File: src/rtl/ps2_host_tx.sv
// PS/2 host-to-device command transmitter: inhibits the bus, requests to send,
// shifts one byte plus odd parity on device clock falls and checks the ACK bit.
module ps2_host_tx #(
  parameter int INHIBIT_CYCLES = 10000,
  parameter int RTS_CYCLES     = 200,
  parameter int TIMEOUT_CYCLES = 2000000
) (
  input  logic       clk,
  input  logic       rst,
  input  logic [7:0] din,
  input  logic       send,
  output logic       busy,
  output logic       done,
  output logic       error,
  input  logic       ps2_clk_in,
  input  logic       ps2_data_in,
  output logic       ps2_clk_oe,
  output logic       ps2_data_oe
);

  // state     | meaning
  // IDLE      | lines released, waiting for send
  // INHIBIT   | host holds clock low
  // RTS       | clock and data low (start bit), then clock released
  // SHIFT     | data bits, parity and stop driven on device clock falls
  // ACK       | sample device ACK on the 11th fall
  // WAIT_IDLE | wait for both lines high, then report done/error
  typedef enum logic [2:0] {
    IDLE, INHIBIT, RTS, SHIFT, ACK, WAIT_IDLE
  } state_t;

  localparam int MAX_A   = (INHIBIT_CYCLES > RTS_CYCLES) ? INHIBIT_CYCLES : RTS_CYCLES;
  localparam int MAX_CYC = (TIMEOUT_CYCLES > MAX_A) ? TIMEOUT_CYCLES : MAX_A;
  localparam int CNT_W   = $clog2(MAX_CYC + 1);

  state_t     state_q, state_d;
  logic [CNT_W-1:0] cnt_q, cnt_d;
  logic [8:0] shreg_q, shreg_d;
  logic [3:0] bitcnt_q, bitcnt_d;
  logic       data_q, data_d;
  logic       ack_ok_q, ack_ok_d;
  logic       done_q, done_d;
  logic       error_q, error_d;

  logic       clk_s1_q, clk_s2_q, clk_prev_q;
  logic       data_s1_q, data_s2_q;
  logic       fall;
  logic       tc;

  // Synchronisers idle high so reset never fakes a falling edge.
  always_ff @(posedge clk) begin
    if (rst) begin
      clk_s1_q   <= 1'b1;
      clk_s2_q   <= 1'b1;
      clk_prev_q <= 1'b1;
      data_s1_q  <= 1'b1;
      data_s2_q  <= 1'b1;
    end else begin
      clk_s1_q   <= ps2_clk_in;
      clk_s2_q   <= clk_s1_q;
      clk_prev_q <= clk_s2_q;
      data_s1_q  <= ps2_data_in;
      data_s2_q  <= data_s1_q;
    end
  end

  assign fall = clk_prev_q & ~clk_s2_q;
  assign tc   = (cnt_q == '0);

  always_ff @(posedge clk) begin
    if (rst) begin
      state_q  <= IDLE;
      cnt_q    <= '0;
      shreg_q  <= '0;
      bitcnt_q <= '0;
      data_q   <= 1'b0;
      ack_ok_q <= 1'b0;
      done_q   <= 1'b0;
      error_q  <= 1'b0;
    end else begin
      state_q  <= state_d;
      cnt_q    <= cnt_d;
      shreg_q  <= shreg_d;
      bitcnt_q <= bitcnt_d;
      data_q   <= data_d;
      ack_ok_q <= ack_ok_d;
      done_q   <= done_d;
      error_q  <= error_d;
    end
  end

  always_comb begin
    state_d  = state_q;
    cnt_d    = cnt_q;
    shreg_d  = shreg_q;
    bitcnt_d = bitcnt_q;
    data_d   = data_q;
    ack_ok_d = ack_ok_q;
    done_d   = 1'b0;
    error_d  = 1'b0;
    case (state_q)
      IDLE: begin
        data_d = 1'b0;
        if (send) begin
          shreg_d = {~^din, din};
          cnt_d   = CNT_W'(INHIBIT_CYCLES - 1);
          state_d = INHIBIT;
        end
      end
      INHIBIT: begin
        if (tc) begin
          cnt_d   = CNT_W'(RTS_CYCLES - 1);
          state_d = RTS;
        end else begin
          cnt_d = cnt_q - CNT_W'(1);
        end
      end
      RTS: begin
        if (tc) begin
          cnt_d    = CNT_W'(TIMEOUT_CYCLES - 1);
          bitcnt_d = '0;
          data_d   = 1'b1;
          state_d  = SHIFT;
        end else begin
          cnt_d = cnt_q - CNT_W'(1);
        end
      end
      SHIFT, ACK, WAIT_IDLE: begin
        // Timeout wins over any device activity in the same cycle.
        if (tc) begin
          data_d  = 1'b0;
          error_d = 1'b1;
          state_d = IDLE;
        end else begin
          cnt_d = cnt_q - CNT_W'(1);
          if (state_q == SHIFT && fall) begin
            if (bitcnt_q == 4'd9) begin
              data_d  = 1'b0;
              state_d = ACK;
            end else begin
              data_d   = ~shreg_q[0];
              shreg_d  = {1'b0, shreg_q[8:1]};
              bitcnt_d = bitcnt_q + 4'd1;
            end
          end else if (state_q == ACK && fall) begin
            ack_ok_d = ~data_s2_q;
            state_d  = WAIT_IDLE;
          end else if (state_q == WAIT_IDLE && clk_s2_q && data_s2_q) begin
            done_d  = ack_ok_q;
            error_d = ~ack_ok_q;
            state_d = IDLE;
          end
        end
      end
      default: state_d = IDLE;
    endcase
  end

  assign busy        = (state_q != IDLE);
  assign done        = done_q;
  assign error       = error_q;
  assign ps2_clk_oe  = (state_q == INHIBIT) || (state_q == RTS);
  assign ps2_data_oe = (state_q == RTS) || ((state_q == SHIFT) && data_q);

endmodule
File: config.mk
export PLATFORM = sky130hd
export DESIGN_NAME = ps2_host_tx
export DESIGN_NICKNAME = d
export VERILOG_FILES = /design/src/rtl/ps2_host_tx.sv
export SDC_FILE = /design/constraint.sdc
export NUM_CORES = 1
export LEC_CHECK = 0
export ABC_CLOCK_PERIOD_IN_PS = 3100
export CORE_AREA = 10 10 83 85
export CTS_CLUSTER_DIAMETER = 50
export DETAILED_ROUTE_END_ITERATION = 6
export DIE_AREA = 0 0 93 95
export DONT_BUFFER_PORTS = 1
export GPL_ROUTABILITY_DRIVEN = 1
export MAX_ROUTING_LAYER = met4
export PLACE_DENSITY = 0.69
export SYNTH_ARGS = -nofsm -noshare
export SYNTH_HDL_FRONTEND = slang
export SYNTH_SLANG_ARGS = --single-unit
File: constraint.sdc
create_clock -name clk -period 3.1 [get_ports clk]
set_input_delay 0.155 -clock clk [delete_from_list [all_inputs] [get_ports clk]]
set_output_delay 0.155 -clock clk [all_outputs]
set_load 0.05 [all_outputs]
Word-level counts from Yosys, hierarchy flattened

Cells that the tools add are included.

Input port bits: 13
Output and inout port bits: 5
Logic and storage cells: 96
Register bits: 46

Eq/ne operators: 15
Muxes and demuxes: 33
Reductions and logical operators: 24
Add/subtract/negate cells: 2
Bitwise operators: 9

Operators by type and width:

| kind                                                | number |
|---|---|
| two-way mux 21 bit                                  | 4 |
| case mux 21 bit (4 select lines)                    | 1 |
| two-way mux 9 bit                                   | 4 |
| two-way mux 3 bit                                   | 8 |
| logical NOT 21 bit                                  | 1 |
| subtractor 21 x 1 -> 21 bit (second input constant) | 1 |
| case mux 9 bit (2 select lines)                     | 1 |
| two-way mux 4 bit                                   | 4 |
| AND reduction 5 bit                                 | 3 |
| != test 2 bit (second input constant)               | 6 |
| case mux 3 bit (4 select lines)                     | 1 |
| two-way mux 1 bit                                   | 8 |
| inverter 1 bit                                      | 8 |
| case mux 4 bit (2 select lines)                     | 1 |
| XNOR reduction 8 bit                                | 1 |
| == test 3 x 2 -> 1 bit (second input constant)      | 2 |
| == test 3 bit (second input constant)               | 2 |
| AND reduction 3 bit                                 | 2 |
| nonzero test 3 bit                                  | 2 |
| OR reduction 6 bit                                  | 1 |
| logical AND 1 bit                                   | 5 |
| != test 5 bit (second input constant)               | 1 |
| adder 4 x 1 -> 4 bit (second input constant)        | 1 |
| == test 4 bit (second input constant)               | 1 |
| 12 further kinds                                    | 14 |

Logic depth before layout (Yosys ltp)

Gate-level depths: netlist of the first run.

Depth after elaboration: 8
Depth in mapped cells: 10
Depth with buffers taken out: 8

Worst setup path after synthesis of the first run

Ideal clock, no wire load.

Path type: reg-to-reg
From: register cnt_q[2]
To: register cnt_q[11]
Slack: 0.627 ns
Data arrival time: 2.358 ns
Setup time: 0.115 ns
Period minus slack after synthesis: 2.473 ns
Data required time: 2.985 ns
Stages on the path, launching flop included: 9
Path buffers: 2
Cells stage by stage: dfxtp_1 or4_1 buf_2 or4_4 o31ai_2 a211o_2 buf_6 nor4_1 o21a_1

Cells in the longest elaborated chain, start to end: 3
Elaborated cells between the ends (all ways): 8
Those cells by class: add/sub: 1; eq/ne: 1; mux: 4; reduce/logical: 2

Ends and longest elaborated chain:

| item                                                                    | line | source |
|---|---|---|
| start: declaration                                                      | 37   | `logic [CNT_W-1:0] cnt_q, cnt_d;` |
| start signal: assignment                                                | 82   | `cnt_q <= cnt_d;` |
| subtractor 21 x 1 -> 21 bit or logical NOT 21 bit (tied branches)       | --   |  |
| two-way mux 21 bit (tied with other cells)                              | 130  | `if (tc) begin` |
| case mux 21 bit (4 select lines) or AND reduction 3 bit (tied branches) | --   |  |

Parallel ways exist; a longest one is shown, timed or not. The select of a mux whose other input is x is not followed.
A chain may end at the register's enable or synchronous reset.

Final worst setup path of the first run

From: register cnt_q[2]
To: register cnt_q[3]

The elaborated chain is that of the path after synthesis.

==> impl_metrics.py, run 1 <==
metrics = {
    "yosys": {
        "syn_avg_cell_area_sq_um": 8.005,
        "synth_edf_count": 0,
        "async_flop_share_pct": 0,
        "synth-simple-area-share_pct": 26.15,
        "synth_nets": 369,
        "syn_inst": 352,
        "synth_compound_area_share_pct": 27.49,
        "synthAdderAreaFrac_pct": 1.776,
        "netlist_area_sq_mm": 0.002818,
        "synth_top_family_by_area": "compound AO/OA/AOI/OAI gates",
        "seq_area_frac_synth_pct": 32.68,
        "synth_flop_cell": "dfxtp_1",
        "muxShareOfSynthArea_pct": 3.197,
        "yosys_warnings": 0,
        "synthXorXnorAreaFrac_pct": 4.041,
        "ys_types": 61,
        "ys_ff_latch": 46,
    },
    "timing": {
        "slew_viol_final": 0,
        "rsz0062_at_grt": "no",
        "setup_viol": 0,
        "slew_headroom_pct": 29.80,
        "tightest_slew_ns": 1.047,
        "setup_ws_ns": 0.3471,
        "hold_viol_final": 0,
        "setup_tns_ns": 0,
        "fin_crit_ns": 2.753,
        "period_share_pct": 88.80,
        "fmax_ghz": 0.3633,
        "fin_skew_ns": 0.008524,
    },
    "clock_tree": {
        "cts-root-buf": "clkbuf_8",
        "cts_made_buffers": 5,
        "cts_tree": "yes",
        "clock_latency_ns": 0.30,
        "clk_path_buf_depth": 2,
        "htree_levels": 2,
        "clock_sinks": 46,
        "clk_pin_slew_ns": 0.09,
    },
    "power_and_ir_drop": {
        "leakage_nw": 1.135,
        "ir_drop_mv": 0.2844,
        "power_density_mw_per_mm2": 500.6,
    },
    "flow_run": {
        "maxCapViolCount": 0,
    },
    "cells_and_area": {
        "fin_nets": 369,
        "seqCellArea_sq_um": 920.9,
        "final_cell_mix": "dfxtp_1, a21oi_1, nor2_1",
        "fill_cells": 515,
        "multiInputGateArea_sq_mm": 0.001765,
        "antenna_cells": 0,
        "layout-drive-gt1-share_pct": 11.33,
        "area_delta_synth_final_pct": 7.194,
        "mostFrequentLayoutCell": "dfxtp_1",
    },
    "routing": {
        "drcViolationCount": 0,
        "drt_iter0_markers": 349,
        "via_count": 2728,
        "wl_per_cell_microns": 17.23,
        "dr.pass1.iters": 6,
        "finalWirelength_microns": 7321,
        "via_per_inst": 6.419,
        "final_antenna_net_count": 0,
    },
    "grt": {
        "antenna_found_initial": 0,
        "grt_remaining_overflow": 0,
        "grt_max_degree": 37,
        "grt_pass1_wl_microns": 12470,
        "grt_pass1_vias": 2515,
        "grt_use_total_pct": 17.62,
    },
    "placed_design": {
        "place_ws_ns": 0.3968,
        "io_buffers": 0,
        "gp_congestion": 0.9755,
        "post-dp-hpwl_microns": 5156,
    },
    "setup_path": {
        "critical_path_required_ns": 3.28,
        "cp-start-kind": "register",
        "criticalPathCategory": "register to register",
        "cp.arrival_ns": 2.93,
        "critPathCaptureType": "register",
        "crit_fanout": 13,
    },
    "status": {
        "status": "finished clean",
    },
    "floorplan": {
        "num_rows": 27,
        "io_pins": 18,
        "die_area_sq_mm": 0.008835,
        "core_sq_mm": 0.005338,
        "fp.dieH_microns": 95,
        "die_x_microns": 93,
        "initial_utilization_pct": 52.79,
    },
    "worst_hold_path": {
        "hold_class": "primary input to register",
    },
}
## repair_timing
item	in CTS	in global routing
endpoints found under the hold margin	36	0
setup buffers	0	0
gates resized for setup	0	0
hold buffers	3	0
## layer usage
layer	part of all wire, %	wire length, microns	track usage (%)	vias up
li1	-	-	-	1316
met1	44	3188	21.49	1252
met2	46	3344	27.45	138
met3	8.6	630	4.441	22
met4	2.1	157	6.555	0
met5	0	0	-	-
## cell type report
cell class | instances | share of cell area [%]
Tap cell | 72 | 2.983
Inverter | 8 | 0.9942
Clock buffer | 7 | 2.858
Multi-Input combinational cell | 277 | 58.45
Sequential cell | 46 | 30.49
Timing Repair Buffer | 14 | 4.060
Clock inverter | 1 | 0.1657
## report_power, final
group          switching, mW  leakage [nW]  internal, mW
sequential            0.0402         0.377         0.634
clock                  0.201        0.0482         0.180
combinational          0.287         0.710         0.170
total                  0.528          1.14         0.984
## final timing paths
check	from	end	slack, ns	cells past startpoint
max	cnt_q[2]$_SDFFE_PP0P_	cnt_q[3]$_SDFFE_PP0P_	0.35	6
min	rst	cnt_q[18]$_SDFFE_PP0P_	0.04	2
max reg2reg	cnt_q[2]$_SDFFE_PP0P_	cnt_q[3]$_SDFFE_PP0P_	0.35	6
min reg2reg	clk_s1_q$_SDFF_PP1_	clk_s2_q$_SDFF_PP1_	0.42	1
## registers in the layout, indices dropped and copies added (netlist names)
name and cells:
clk_prev_q 1, data_q 1, clk_s1_q 1, cnt_q 21, ack_ok_q 1, bitcnt_q 4, error 1, clk_s2_q 1
shreg_q 9, done 1, state_q 3, data_s1_q 1, data_s2_q 1
## kinds of logic (layout without fill, tap and decap cells)
family          Yosys count  after routing
simple gates            139            139
buf+inv                  29             30
flops                    46             46
xor+xnor                 13             13
fa+ha+maj                 4              4
compound gates          112            112
mux                       9              9
## worst max-delay path: stages, from the launching register on
cell and delay [ns]:
dfxtp_1 0.37, or4_1 0.66, nor4_2 0.54, nand2_1 0.42
or3_1 0.42, a21oi_1 0.15, a2111oi_1 0.06
## synth_stat cells, types with 3 or more instances
library cell / count / share of area [%]
a221oi_1: 5 / 1.6
clkbuf_1: 12 / 1.6
a311o_1: 3 / 1.1
o211ai_1: 4 / 1.1
buf_2: 3 / 0.53
or4_1: 8 / 2.1
a211oi_1: 13 / 3.5
a211o_1: 3 / 0.93
o31ai_1: 5 / 1.3
and3_1: 3 / 0.67
nor2_1: 33 / 4.4
o21bai_1: 3 / 0.80
nor3_1: 13 / 2.3
buf_1: 3 / 0.40
o21ai_0: 12 / 2.1
xnor2_1: 10 / 3.1
xor2_1: 3 / 0.93
a21oi_1: 36 / 6.4
nand2_1: 22 / 2.9
nand3_1: 15 / 2.7
o21a_1: 3 / 0.80
mux2i_1: 9 / 3.2
nand2b_1: 6 / 1.3
nor4_1: 5 / 1.1
or2_2: 9 / 2.0
ha_1: 4 / 1.8
dfxtp_1: 46 / 33
or3_1: 10 / 2.2
inv_1: 8 / 1.1
## metrics by stage
stage | hold slack (ns) | power (mW) | utilization (%) | instance area (sq um) | std cells
2_1_floorplan | 0.2588 | 1.028 | - | 2818 | 352
3_3_place_gp | 0.2319 | 1.122 | 54.13 | 2889 | 414
3_5_place_dp | 0.2347 | 1.120 | 54.13 | 2889 | 414
4_1_cts | 0.01788 | 1.521 | 56.59 | 3020 | 425
5_1_grt | 0.02420 | 1.598 | 56.59 | 3020 | 425
6_report | 0.03523 | 1.512 | 56.59 | 3020 | 425
Note: power is estimated with default switching activity, not from simulation.
==> inputs of run 2 (changes only) <==
--- a/config.mk
+++ b/config.mk
@@ -5,11 +5,11 @@
 export SDC_FILE = /design/constraint.sdc
 export NUM_CORES = 1
 export LEC_CHECK = 0
-export ABC_CLOCK_PERIOD_IN_PS = 3100
-export CORE_AREA = 10 10 83 85
+export ABC_CLOCK_PERIOD_IN_PS = 2600
+export CORE_AREA = 5 5 78 80
 export CTS_CLUSTER_DIAMETER = 50
 export DETAILED_ROUTE_END_ITERATION = 6
-export DIE_AREA = 0 0 93 95
+export DIE_AREA = 0 0 83 85
 export DONT_BUFFER_PORTS = 1
 export GPL_ROUTABILITY_DRIVEN = 1
 export MAX_ROUTING_LAYER = met4
==> constraint.sdc (replaced) <==
create_clock -name clk -period 2.6 [get_ports clk]
set_input_delay 0.13 -clock clk [delete_from_list [all_inputs] [get_ports clk]]
set_output_delay 0.13 -clock clk [all_outputs]
set_load 0.05 [all_outputs]
==> impl_metrics.py, run 2 (same netlist as run 1, synthesis figures left out) <==
metrics = {
    "routing": {
        "wl_per_cell_microns": 17.33,
        "via_count": 2773,
        "final_antenna_net_count": 0,
        "dr.pass1.iters": 5,
        "finalWirelength_microns": 7537,
        "via_per_inst": 6.375,
        "drcViolationCount": 0,
        "drt_iter0_markers": 298,
    },
    "placed_design": {
        "post-dp-hpwl_microns": 5240,
        "io_buffers": 0,
        "gp_congestion": 0.9878,
    },
    "grt": {
        "grt_pass1_wl_microns": 12520,
        "grt_use_total_pct": 21.99,
        "grt_max_degree": 38,
        "grt_remaining_overflow": 0,
        "antenna_found_initial": 0,
        "grt_pass1_vias": 2603,
    },
    "timing": {
        "tightest_slew_ns": 0.6337,
        "fin_skew_ns": 0.006918,
        "setup_viol": 0,
        "setup_tns_ns": 0,
        "fmax_ghz": 0.4000,
        "hold_viol_final": 0,
        "rsz0062_at_grt": "no",
        "slew_viol_final": 0,
        "period_share_pct": 96.16,
        "slew_headroom_pct": 57.76,
        "fin_crit_ns": 2.500,
    },
    "cells_and_area": {
        "mostFrequentLayoutCell": "dfxtp_1",
        "fin_nets": 380,
        "antenna_cells": 0,
        "post-route-util_pct": 58.98,
        "area_delta_synth_final_pct": 11.72,
        "top_register": "cnt_q",
        "final_cell_mix": "dfxtp_1, a21oi_1, nor2_1",
        "layout-drive-gt1-share_pct": 14.33,
        "fill_cells": 516,
        "top_regs": "cnt_q x21, shreg_q x9, bitcnt_q x4",
        "largest_reg_flops": 21,
    },
    "clock_tree": {
        "clk_pin_slew_ns": 0.09,
        "cts_made_buffers": 5,
        "htree_levels": 2,
        "cts-root-buf": "clkbuf_8",
        "clock_sinks": 46,
        "clk_path_buf_depth": 2,
        "clock_latency_ns": 0.31,
        "cts_tree": "yes",
    },
    "setup_path": {
        "r2r_cells": 7,
        "criticalPathCategory": "register to register",
        "critical_path.startpoint": "cnt_q[12]$_SDFFE_PP0P_",
        "cp-start-kind": "register",
        "ff2ff_setup_slack_ns": 0.1,
        "r2r_start": "cnt_q[12]$_SDFFE_PP0P_",
        "worstReg2RegEnd": "cnt_q[14]$_SDFFE_PP0P_",
        "cp.arrival_ns": 2.69,
        "critical_path_required_ns": 2.79,
        "critPathCaptureType": "register",
        "crit_fanout": 6,
        "critPathCapture": "cnt_q[14]$_SDFFE_PP0P_",
    },
    "floorplan": {
        "fp.dieH_microns": 85,
        "die_area_sq_mm": 0.007055,
        "io_pins": 18,
        "die_x_microns": 83,
        "core_sq_mm": 0.005338,
        "num_rows": 27,
        "initial_utilization_pct": 52.79,
    },
    "flow_run": {
        "maxCapViolCount": 0,
    },
    "power_and_ir_drop": {
        "leakage_nw": 1.200,
        "power_density_mw_per_mm2": 614.0,
        "ir_drop_mv": 0.2995,
    },
    "status": {
        "status": "finished clean",
    },
    "worst_hold_path": {
        "hold_class": "primary input to register",
    },
}
[run 2: cell types whose count changed in the layout (fill, tap and decap cells not counted), sizes merged]
cell         delta
clkinv          -1
buf             +9
bufinv          +1
clkbuf          -1
dlygate4sd3     +2
[run 2: critical path, stage by stage (launching register included)]
cell	delay [ns]
dfxtp_1	0.35
or4_1	0.63
nor3_1	0.36
buf_4	0.20
nand3_1	0.13
a221oi_1	0.42
nor2_1	0.14
a21boi_1	0.16
[run 2: worst min path at each step]
stage / start / end / slack (ns) / cells past startpoint
after floorplan: ps2_clk_in / clk_s1_q$_SDFF_PP1_ / 0.23 / 1
after global placement: rst / cnt_q[15]$_SDFFE_PP0P_ / 0.21 / 1
after detailed placement: rst / cnt_q[10]$_SDFFE_PP0P_ / 0.21 / 1
after CTS: rst / cnt_q[5]$_SDFFE_PP0P_ / 0.0006 / 2
after global routing: rst / bitcnt_q[2]$_SDFFE_PP0P_ / 0.007 / 1
final: rst / cnt_q[8]$_SDFFE_PP0P_ / 0.02 / 2
[run 2: cell type report]
class                   count  area, sq um  share of cell area (%)
well taps                  72        90.09                   2.862
inverters                   8        30.03                  0.9539
clock buffers               6        82.58                   2.623
flip-flops and latches     46        920.9                   29.25
repair buffers             25        210.2                   6.677
multi-input cells         277         1784                   56.68
clock inverters             1        30.03                  0.9539
[run 2: power breakdown]
group / total (mW) / switching, mW / internal (mW)
Combinational: 0.586 / 0.357 / 0.230
Sequential: 0.796 / 0.0403 / 0.756
Clock: 0.550 / 0.243 / 0.308
Total: 1.93 / 0.640 / 1.29
[run 2: what timing repair did]
action                                  4_1_cts  5_1_grt
setup buffers                                 0        0
hold buffers                                  4        1
endpoints found under the setup margin        0       28
endpoints found under the hold margin        36        1
gates resized for setup                       0        4
[run 2: layer usage]
layer	wire [microns]	vias to the layer above	global-route usage, %	part of all wire [%]
li1	-	1339	-	-
met1	3284	1281	26.98	44
met2	3433	123	35.13	46
met3	603	30	4.757	8.0
met4	216	0	9.064	2.9
met5	0	-	-	0
[run 2: through the flow]
stage / setup slack [ns] / hold slack, ns / power [mW] / cell area [sq um] / std cells
after global routing: 0.004246 / 0.007492 / 2.045 / 3148 / 435
after CTS: 0.01601 / 0.0006450 / 1.918 / 3119 / 434
after detailed placement: 0.03282 / 0.2099 / 1.358 / 2957 / 423
final: 0.09975 / 0.01588 / 1.933 / 3148 / 435
after floorplan: 0.1271 / 0.2338 / 1.226 / 2818 / 352
after global placement: 0.1039 / 0.2076 / 1.349 / 2957 / 423
